==> config.mk <==
export PLATFORM = sky130hd
export DESIGN_NAME = binary_bbox_tracker
export DESIGN_NICKNAME = d
export VERILOG_FILES = /design/src/rtl/binary_bbox_tracker.sv
export SDC_FILE = /design/constraint.sdc
export NUM_CORES = 1
export LEC_CHECK = 0
export ABC_CLOCK_PERIOD_IN_PS = 3600
export BUFFER_PORTS_ARGS = -buffer_cell sky130_fd_sc_hd__buf_4
export CAP_MARGIN = 30
export CELL_PAD_IN_SITES_DETAIL_PLACEMENT = 1
export CELL_PAD_IN_SITES_GLOBAL_PLACEMENT = 1
export CORE_MARGIN = 2
export CORE_UTILIZATION = 30
export CTS_BUF_LIST = sky130_fd_sc_hd__clkbuf_8
export CTS_CLUSTER_DIAMETER = 120
export DETAILED_ROUTE_END_ITERATION = 6
export PLACE_DENSITY_LB_ADDON = 0.1
export REMOVE_ABC_BUFFERS = 1
export SYNTH_ARGS = -nofsm -noshare
export SYNTH_HDL_FRONTEND = slang
export SYNTH_SLANG_ARGS = --single-unit
==> constraint.sdc <==
create_clock -name i_clk -period 3.6 [get_ports i_clk]
set_input_delay 0.72 -clock i_clk [delete_from_list [all_inputs] [get_ports i_clk]]
set_output_delay 0.72 -clock i_clk [all_outputs]
set_load 0.005 [all_outputs]
==> src/rtl/binary_bbox_tracker.sv <==
// binary_bbox_tracker
// Tracks the bounding box and the population of set pixels in a 1-bit mask
// stream delivered in raster order. At the end of each frame the result is
// latched into held output registers, and o_done pulses for one cycle.
//
// Ports
//   i_clk      clock
//   i_rst      synchronous active-high reset
//   i_valid    pixel strobe; one pixel per high cycle, gaps allowed
//   i_data     mask pixel, 1 = object
//   i_resync   abort current frame; next valid pixel is (0,0)
//   o_done     one-cycle pulse; result registers hold new values this cycle
//   o_found    last frame count >= MIN_COUNT
//   o_x_min / o_x_max / o_y_min / o_y_max   bounds of last frame
//   o_count    set pixels in last frame
//
// State table
//   S_ACCUM  | counting pixels of the current frame
//   S_REPORT | first cycle after a frame end; o_done high, still accumulating
module binary_bbox_tracker #(
  parameter int WIDTH     = 800,
  parameter int HEIGHT    = 600,
  parameter int MIN_COUNT = 64
) (
  input  logic        i_clk,
  input  logic        i_rst,
  input  logic        i_valid,
  input  logic        i_data,
  input  logic        i_resync,
  output logic        o_done,
  output logic        o_found,
  output logic [9:0]  o_x_min,
  output logic [9:0]  o_x_max,
  output logic [9:0]  o_y_min,
  output logic [9:0]  o_y_max,
  output logic [18:0] o_count
);

  typedef enum logic {S_ACCUM, S_REPORT} state_t;

  localparam logic [9:0]  LAST_COL = 10'(WIDTH - 1);
  localparam logic [9:0]  LAST_ROW = 10'(HEIGHT - 1);
  localparam logic [9:0]  MIN_INIT = 10'd1023;
  localparam logic [18:0] MIN_CNT  = 19'(MIN_COUNT);

  state_t      r_state;
  logic [9:0]  r_col;
  logic [9:0]  r_row;
  logic [18:0] r_cnt;
  logic [9:0]  r_xmin;
  logic [9:0]  r_xmax;
  logic [9:0]  r_ymin;
  logic [9:0]  r_ymax;

  logic        r_found;
  logic [9:0]  r_x_min_o;
  logic [9:0]  r_x_max_o;
  logic [9:0]  r_y_min_o;
  logic [9:0]  r_y_max_o;
  logic [18:0] r_count_o;

  logic        w_hit;
  logic        w_last_col;
  logic        w_last_row;
  logic        w_frame_end;
  logic [18:0] w_cnt_nx;
  logic [9:0]  w_xmin_nx;
  logic [9:0]  w_xmax_nx;
  logic [9:0]  w_ymin_nx;
  logic [9:0]  w_ymax_nx;
  logic        w_empty;

  assign w_hit       = i_valid & i_data;
  assign w_last_col  = (r_col == LAST_COL);
  assign w_last_row  = (r_row == LAST_ROW);
  // Resync wins over frame end: an aborted last pixel never reports.
  assign w_frame_end = i_valid & w_last_col & w_last_row & ~i_resync;

  // Accumulator values including the pixel presented this cycle, so the
  // frame-end capture sees the final pixel.
  assign w_cnt_nx  = r_cnt + {18'd0, w_hit};
  assign w_xmin_nx = (w_hit && (r_col < r_xmin)) ? r_col : r_xmin;
  assign w_xmax_nx = (w_hit && (r_col > r_xmax)) ? r_col : r_xmax;
  assign w_ymin_nx = (w_hit && (r_row < r_ymin)) ? r_row : r_ymin;
  assign w_ymax_nx = (w_hit && (r_row > r_ymax)) ? r_row : r_ymax;
  assign w_empty   = (w_cnt_nx == 19'd0);

  always_ff @(posedge i_clk) begin
    if (i_rst) begin
      r_state   <= S_ACCUM;
      r_col     <= '0;
      r_row     <= '0;
      r_cnt     <= '0;
      r_xmin    <= MIN_INIT;
      r_xmax    <= '0;
      r_ymin    <= MIN_INIT;
      r_ymax    <= '0;
      r_found   <= 1'b0;
      r_x_min_o <= '0;
      r_x_max_o <= '0;
      r_y_min_o <= '0;
      r_y_max_o <= '0;
      r_count_o <= '0;
    end else if (i_resync) begin
      r_state <= S_ACCUM;
      r_col   <= '0;
      r_row   <= '0;
      r_cnt   <= '0;
      r_xmin  <= MIN_INIT;
      r_xmax  <= '0;
      r_ymin  <= MIN_INIT;
      r_ymax  <= '0;
    end else begin
      if (i_valid) begin
        if (w_last_col) begin
          r_col <= '0;
          r_row <= w_last_row ? 10'd0 : r_row + 10'd1;
        end else begin
          r_col <= r_col + 10'd1;
        end
      end

      if (w_frame_end) begin
        r_state   <= S_REPORT;
        r_found   <= ~w_empty && (w_cnt_nx >= MIN_CNT);
        // An empty frame reports zero bounds rather than the init sentinels.
        r_x_min_o <= w_empty ? 10'd0 : w_xmin_nx;
        r_x_max_o <= w_empty ? 10'd0 : w_xmax_nx;
        r_y_min_o <= w_empty ? 10'd0 : w_ymin_nx;
        r_y_max_o <= w_empty ? 10'd0 : w_ymax_nx;
        r_count_o <= w_cnt_nx;
        r_cnt     <= '0;
        r_xmin    <= MIN_INIT;
        r_xmax    <= '0;
        r_ymin    <= MIN_INIT;
        r_ymax    <= '0;
      end else begin
        r_state <= S_ACCUM;
        r_cnt   <= w_cnt_nx;
        r_xmin  <= w_xmin_nx;
        r_xmax  <= w_xmax_nx;
        r_ymin  <= w_ymin_nx;
        r_ymax  <= w_ymax_nx;
      end
    end
  end

  assign o_done  = (r_state == S_REPORT);
  assign o_found = r_found;
  assign o_x_min = r_x_min_o;
  assign o_x_max = r_x_max_o;
  assign o_y_min = r_y_min_o;
  assign o_y_max = r_y_max_o;
  assign o_count = r_count_o;

endmodule

# Yosys cells after proc, flatten, opt, wreduce, memory -nomap -nowiden
# Cells that the tools add are included.
dict set report totals {
  register_bits 140
  wordCells 51
  out_inout_bits 61
  input_bits 5
}
dict set report op_classes {
  reduce_logical 10
  n_mux 11
  magnitude_cmp 5
  n_eq_ne 2
  add_sub_neg 3
  bitwise_logic 6
}
# cell n
set ops {}
lappend ops {{$mux W10} 10}
lappend ops {{$add A10 B1 Y10 const B} 2}
lappend ops {{$eq A10 B10 Y1 const B} 2}
lappend ops {{$gt A10 B10 Y1} 2}
lappend ops {{$lt A10 B10 Y1} 2}
lappend ops {{$add A19 B1 Y19} 1}
lappend ops {{$ge A19 B7 Y1 const B} 1}
lappend ops {{$logic_not A19 Y1} 1}
lappend ops {{$logic_and A1 B1 Y1} 5}
lappend ops {{$and A1 B1 Y1} 4}
lappend ops {{$reduce_and A2 Y1} 2}
lappend ops {{$reduce_or A3 Y1} 1}
lappend ops {{$not A1 Y1} 2}
lappend ops {{$reduce_or A2 Y1} 1}
lappend ops {{$mux W1} 1}

# Longest topological paths before layout
# Gate-level depths: netlist (run 1).
dict set report logic_depth {
  word_depth 5
  depth_mapped 13
  depth_no_buf 11
}

# Worst setup path after synthesis (run 1)
# Ideal clock, no wire load.
dict set report synth_path {
  kind {input-to-reg}
  from {input i_valid}
  to {register r_x_max_o[9] (netlist: o_x_max[9])}
  setup_ps 119
  path_slack_ps 396
  arrival_time_ps 3085
  path_stages 13
  n_path_buf 2
  cell_sequence {clkbuf_1 -> nand2_1 -> inv_1 -> ha_1 -> ha_1 -> nand4_1 -> nor4_1 -> xnor2_1 -> nor4bb_1 -> nand4_1 -> o21ai_2 -> buf_2 -> o21ai_1}
}
dict set report synth_between {
  elab_chain_len 4
  elab_cells_between_ends 10
  classes_between {add/sub (1); mux (2); bitwise (4); reduce/logical (3)}
}
# element line
set synth_lines {}
lappend synth_lines {{start, declared} 27} ;# input logic i_valid,
lappend synth_lines {{$and A1 B1 Y1 (on tied branches)} {73, 77}}
lappend synth_lines {{$add A19 B1 Y19 (tied with other cells)} 81} ;# assign w_cnt_nx = r_cnt + {18'd0, w_hit};
lappend synth_lines {{$logic_not A19 Y1 (tied with other cells)} 86} ;# assign w_empty = (w_cnt_nx == 19'd0);
lappend synth_lines {{$mux W10 / $reduce_and A2 Y1 (equally long branches)} n/a}
lappend synth_lines {{end signal, assigned} 128} ;# r_x_max_o <= w_empty ? 10'd0 : w_xmax_nx;
lappend synth_lines {{end, declared} 57} ;# logic [9:0] r_x_max_o;
# Several ways; a longest one is shown, not always the timed one.
# A chain may end at the register's enable or synchronous reset.

# Worst setup path in the final report (run 1)
dict set report layout_path {
  from {input i_valid}
  to {register r_x_max_o[8] (netlist: o_x_max[8])}
}
# Same word-level chain as after synthesis.

==> impl_metrics.toml, run 1 <==
[setup_path]
cp.buffers_inverters = 3
r2r_end = "o_x_min[6]$_SDFFE_PP0P_"
slowest_delay_ns = 0.29
start_kind = "input pin"
reg2regPathDepth = 9
worstPathArrival_ns = 3.42
slowest_stage = "buf_4"
reg2reg_slack_ns = 0.81
crit_start = "i_valid"
timing.critical_path.to_type = "register"
cp.depth = 13
critPathKind = "in2reg"
path_max_fanout = 21
endpoint = "o_x_max[8]$_SDFFE_PP0P_"
cp.required_ns = 3.93
r2r-start = "r_xmin[3]$_SDFF_PP1_"
path_cells = "buf_4, nand2_1, inv_1, ha_1, ha_1, nand4_1, nor3_1, xnor2_1, nor3b_1, nand4_1, o21ai_2, buf_4, o21ai_0"
critical_path.top_delay_family = "simple AND/OR/NAND/NOR gates"

[grt]
grt_pass1_vias = 5248
grtUsageTotal = 0.152
grt_pass1_wl_um = 26600
grt_start_max_net_pins = 38
grt_antenna_before_repair = 0
grt-ovfl-total = 0

[sta]
hold_ws_ns = 0.453
clock.fmax_ghz = 0.323
fin_crit_ns = 3.09
post-route-period-util = 0.859
rsz0062_at_grt = "false"
worst_slew_pin_slew_ns = 0.727
clock_skew_ns = 0.00864
maxSlewViolCount = 0
slew_headroom = 0.515
hold_viol_final = 0
setup_violations = 0

[job]
cap_violations = 0

[placement]
dp_hpwl_um = 11500
io_buffers = 65
place.gp.congestion = 0.788
dp_cells = 1014
postPlaceCellArea_sq_um = 7110

[logic_synthesis]
synthTopCellsByCount = "140 x dfxtp_1, 92 x nor2_1, 78 x nand2_1"
synth_top_cell_by_area = "dfxtp_1"
seq_area_frac_synth = 0.446
synthCells = 689
ys_warn_count = 0
ys_async_sr_fraction = 0
synth.most_common_cell = "dfxtp_1"
yosys.cell_types.count = 52
synthTopCellsByArea = "dfxtp_1 45%, ha_1 8.4%, mux2i_1 7.3%"
mappedNetlistArea_sq_um = 6280
yosys_register_bits = 140
synth_ff_type = "dfxtp_1"
synth_edf_count = 0
synth_top_area_frac = 0.446
avgSynthCellArea_sq_um = 9.12

[power]
cellLeakagePower_uw = 0.00307
cellPowerDensity_nw_per_um2 = 396
ir_drop_mv = 0.199

[clock_tree]
cts_resized = 0
cts.sinks = 140
cts_tree = "built"
htreeDepth = 4
cts_root_buf = "clkbuf_8"
clock_latency_ns = 0.45
path_clk_slew_ns = 0.08
cts_buffers = 17
cts.path.max_buffers = 2
cts_hold_buf = 0
postCtsSetupBuffers = 0

[detailed_routing]
vias_per_cell = 4.74
wl_met2_um = 7030
routed_wl_um = 15700
routed.top_layer = "met4"
ant_nets = 0
drc = 0
route.met3.wl_um = 528
wl_met1_um = 7880
vias = 4963
initialDrtViolationCount = 149
firstDrtPassIters = 4
wl_per_cell_um = 15.0

[worst_hold_path]
hp-class = "reg2reg"

[floorplanning]
dieArea_sq_um = 22100
rows = 52
die_w_um = 149
core_sq_um = 20400
io-pin-count = 66
start_util = 0.308
die_h_um = 149

[finish]
nets = 810
finalNonFillerCells = 1046
diodes = 0
drive_above_1_share = 0.187
fin_area_sq_um = 7530
areaGrowthSynthToFinish_pct = 19.8
fill_cells = 2388

[status]
status = "complete, no violations"
[power by group]
| part | switching, uW | internal (uW) | leakage, uW |
|---|---|---|---|
| sequential | 5.47 | 1560 | 0.00113 |
| combinational | 62.7 | 31.2 | 0.00173 |
| clock | 621 | 705 | 0.000205 |
| total | 690 | 2290 | 0.00307 |
[layout by cell type, fill, tap and decap left out, drive strengths merged, types with 2 or more instances in the layout]
cell type	synthesis	routed
dfxtp	140	140
nor2	93	93
buf	14	85
nand2	79	79
o21ai	53	53
inv	50	52
mux2i	46	46
ha	42	42
clkbuf	16	22
nand4	20	20
xnor2	19	19
a211oi	18	18
nand3	15	15
a21oi	14	14
xor2	12	12
nor4	7	7
or3	5	5
nor2b	5	5
nor3	5	5
a21o	4	4
clkinvlp	0	4
nor3b	3	3
a31oi	2	2
mux2	2	2
nor4bb	2	2
nand4b	2	2
and4	2	2
and2	2	2
nand2b	2	2
a2111oi	2	2
a221o	2	2
o311a	2	2
bufinv	0	2
clkinv	0	2
[how the worst min path moves through the flow]
stage | end | slack, ns | start | cells after the start
detailed placement | o_x_max[3]$_SDFFE_PP0P_ | 0.45 | o_x_max[3]$_SDFFE_PP0P_ | 2
finish | o_y_max[5]$_SDFFE_PP0P_ | 0.45 | o_y_max[5]$_SDFFE_PP0P_ | 2
CTS | o_y_max[9]$_SDFFE_PP0P_ | 0.46 | o_y_max[9]$_SDFFE_PP0P_ | 2
floorplan | o_x_max[9]$_SDFFE_PP0P_ | 0.45 | o_x_max[9]$_SDFFE_PP0P_ | 2
global placement | o_x_max[4]$_SDFFE_PP0P_ | 0.44 | o_x_max[4]$_SDFFE_PP0P_ | 2
global route | o_y_max[9]$_SDFFE_PP0P_ | 0.48 | o_y_max[9]$_SDFFE_PP0P_ | 2
[cell type report]
class	instances	area [sq um]	share of cell area
Clock buffer	22	303	0.0402
Clock inverter	10	113	0.0150
Inverter	50	188	0.0249
Multi-Input combinational cell	469	3150	0.418
Sequential cell	140	2800	0.372
Tap cell	270	338	0.0449
Timing Repair Buffer	85	638	0.0848
[layer usage]
layer / vias to the layer above / GRT usage
met1: 2391 / 0.200
met3: 21 / 0.0344
li1: 2489 / -
met2: 62 / 0.248
met4: 0 / 0.0457
met5: - / 0
[worst min-delay path, cell delays in order, from the launching register on]
cell	delay, ns
dfxtp_1	0.31
nand2_1	0.05
o21ai_1	0.05
[kinds of logic after synthesis]
kind of cell / synth area share
and+or+nand+nor: 0.185
DFF: 0.446
AOI/OAI and AO/OA: 0.110
buffers and inverters: 0.0550
muxes: 0.0769
adders and majority gates: 0.0837
xor gates and xnor gates: 0.0432
[through the flow]
| stage | setup slack (ns) | total power (uW) | setup TNS (ns) | util |
|---|---|---|---|---|
| 2_1_floorplan | -0.0444 | 1650 | -1.65 | - |
| 3_3_place_gp | 0.0877 | 1690 | 0 | 0.349 |
| 3_5_place_dp | -0.00279 | 1700 | -0.00279 | 0.349 |
| 4_1_cts | 0.495 | 3040 | 0 | 0.370 |
| 5_1_grt | 0.158 | 3130 | 0 | 0.370 |
| 6_report | 0.508 | 2980 | 0 | 0.370 |
Note: power is estimated with default switching activity, not from simulation.
==> run 2, diff against run 1 <==
--- a/config.mk
+++ b/config.mk
@@ -11,7 +11,7 @@
 export CELL_PAD_IN_SITES_DETAIL_PLACEMENT = 1
 export CELL_PAD_IN_SITES_GLOBAL_PLACEMENT = 1
 export CORE_MARGIN = 2
-export CORE_UTILIZATION = 30
+export CORE_UTILIZATION = 45
 export CTS_BUF_LIST = sky130_fd_sc_hd__clkbuf_8
 export CTS_CLUSTER_DIAMETER = 120
 export DETAILED_ROUTE_END_ITERATION = 6
==> run 2 against run 1 <==
Setup slack worse by 0.14 ns. Core utilization is 17 points higher. Final area decreased by 1.8%. Highest routed layer unchanged. Cell count down 8.8%. Maximum frequency decreased by 4.3%.
==> impl_metrics.toml, run 2 (synthesis results as in run 1) <==
[grt]
grt_pass1_wl_um = 26000
grt_start_max_net_pins = 38
grtUsageTotal = 0.221
grt-ovfl-total = 0
grt_antenna_before_repair = 0
grt_pass1_vias = 5320

[finish]
fin_area_sq_um = 7390
finalNonFillerCells = 954
final_common_cell = "dfxtp_1"
final_cell_mix = "140 x dfxtp_1, 91 x nor2_1, 83 x buf_4, 78 x nand2_1, 51 x inv_1"
nets = 809
areaGrowthSynthToFinish_pct = 17.7
diodes = 0
drive_above_1_share = 0.185

[sta]
post-route-period-util = 0.897
rsz0062_at_grt = "false"
maxSlewViolCount = 0
fin_crit_ns = 3.23
clock.fmax_ghz = 0.310
setup_violations = 0
clock_skew_ns = 0.00841
slew_headroom = 0.553
fin_setup_tns_ns = 0
hold_ws_ns = 0.457
hold_viol_final = 0
worst_slew_pin_slew_ns = 0.670

[clock_tree]
htreeDepth = 4
cts.path.max_buffers = 2
clock_latency_ns = 0.44
path_clk_slew_ns = 0.07
cts_buffers = 17
cts_hold_buf = 0
cts.sinks = 140
cts_root_buf = "clkbuf_8"
cts_resized = 0
postCtsSetupBuffers = 0
cts_tree = "built"

[power]
ir_drop_mv = 0.208
cellPowerDensity_nw_per_um2 = 391
cellLeakagePower_uw = 0.00307

[placement]
io_buffers = 65
dp_cells = 923
postPlaceCellArea_sq_um = 7000
dp_hpwl_um = 11100
place.gp.congestion = 0.802

[floorplanning]
die_h_um = 122
core_sq_um = 13800
rows = 43
start_util = 0.456
die_w_um = 122
io-pin-count = 66
dieArea_sq_um = 14900

[status]
status = "complete, no violations"

[setup_path]
cp.required_ns = 3.92
timing.critical_path.to_type = "register"
critPathKind = "in2reg"
start_kind = "input pin"
worstPathArrival_ns = 3.55
path_max_fanout = 25

[detailed_routing]
wl_per_cell_um = 15.8
vias_per_cell = 5.26
ant_nets = 0
firstDrtPassIters = 4
initialDrtViolationCount = 191
vias = 5017
drc = 0
routed_wl_um = 15000

[job]
cap_violations = 0

[worst_hold_path]
hp-class = "reg2reg"
-- run 2: changes by cell type in the layout (fill, tap and decap cells not counted), sizes merged --
| cell | before | now |
|---|---|---|
| buf | 85 | 84 |
| clkinv | 2 | 4 |
| inv | 52 | 51 |
| clkbuf | 22 | 24 |
| bufinv | 2 | 1 |
| clkinvlp | 4 | 1 |
-- run 2: cell type report --
class,instances,area (sq um)
clock buffers,24,330
clock inverters,7,61.3
fillers,1647,6380
inverters,50,188
multi-input cells,469,3150
flip-flops and latches,140,2800
well taps,180,225
repair buffers,84,638
-- run 2: through the flow --
stage / setup slack (ns) / utilization / total power [uW]
finish: 0.369 / 0.537 / 2890
global route: 0.0125 / 0.537 / 3010
CTS: 0.378 / 0.537 / 2930
detailed placement: -0.0513 / 0.508 / 1690
global placement: 0.153 / 0.507 / 1690
floorplan: -0.0444 / - / 1650
-- run 2: worst max-delay path: stages --
cell	delay [ns]
buf_4	0.13
nand2_1	0.13
inv_1	0.11
ha_1	0.22
ha_1	0.19
nand4_1	0.33
nor3_1	0.30
xnor2_1	0.23
nor3b_1	0.35
nand4_1	0.21
o21ai_2	0.19
buf_4	0.28
o21ai_0	0.12
-- run 2: final timing paths --
check                           from                 endpoint  slack [ns]  depth (start not counted)
min          o_x_min[9]$_SDFFE_PP0P_  o_x_min[9]$_SDFFE_PP0P_        0.46                          2
max                          i_valid  o_y_min[8]$_SDFFE_PP0P_        0.37                         13
min reg2reg  o_x_min[9]$_SDFFE_PP0P_  o_x_min[9]$_SDFFE_PP0P_        0.46                          2
max reg2reg      r_cnt[0]$_SDFF_PP0_  o_y_min[8]$_SDFFE_PP0P_        0.73                         10
-- run 2: where the power goes --
| group | switching (uW) | internal [uW] |
|---|---|---|
| clock | 567 | 665 |
| sequential | 5.46 | 1560 |
| combinational | 63.9 | 32.1 |
-- run 2: routing by layer --
layer	global-route usage	up-vias	routed length, um
li1	-	2495	-
met1	0.273	2437	6830
met2	0.381	63	7510
met3	0.0379	22	385
met4	0.0934	0	316
met5	0	-	0
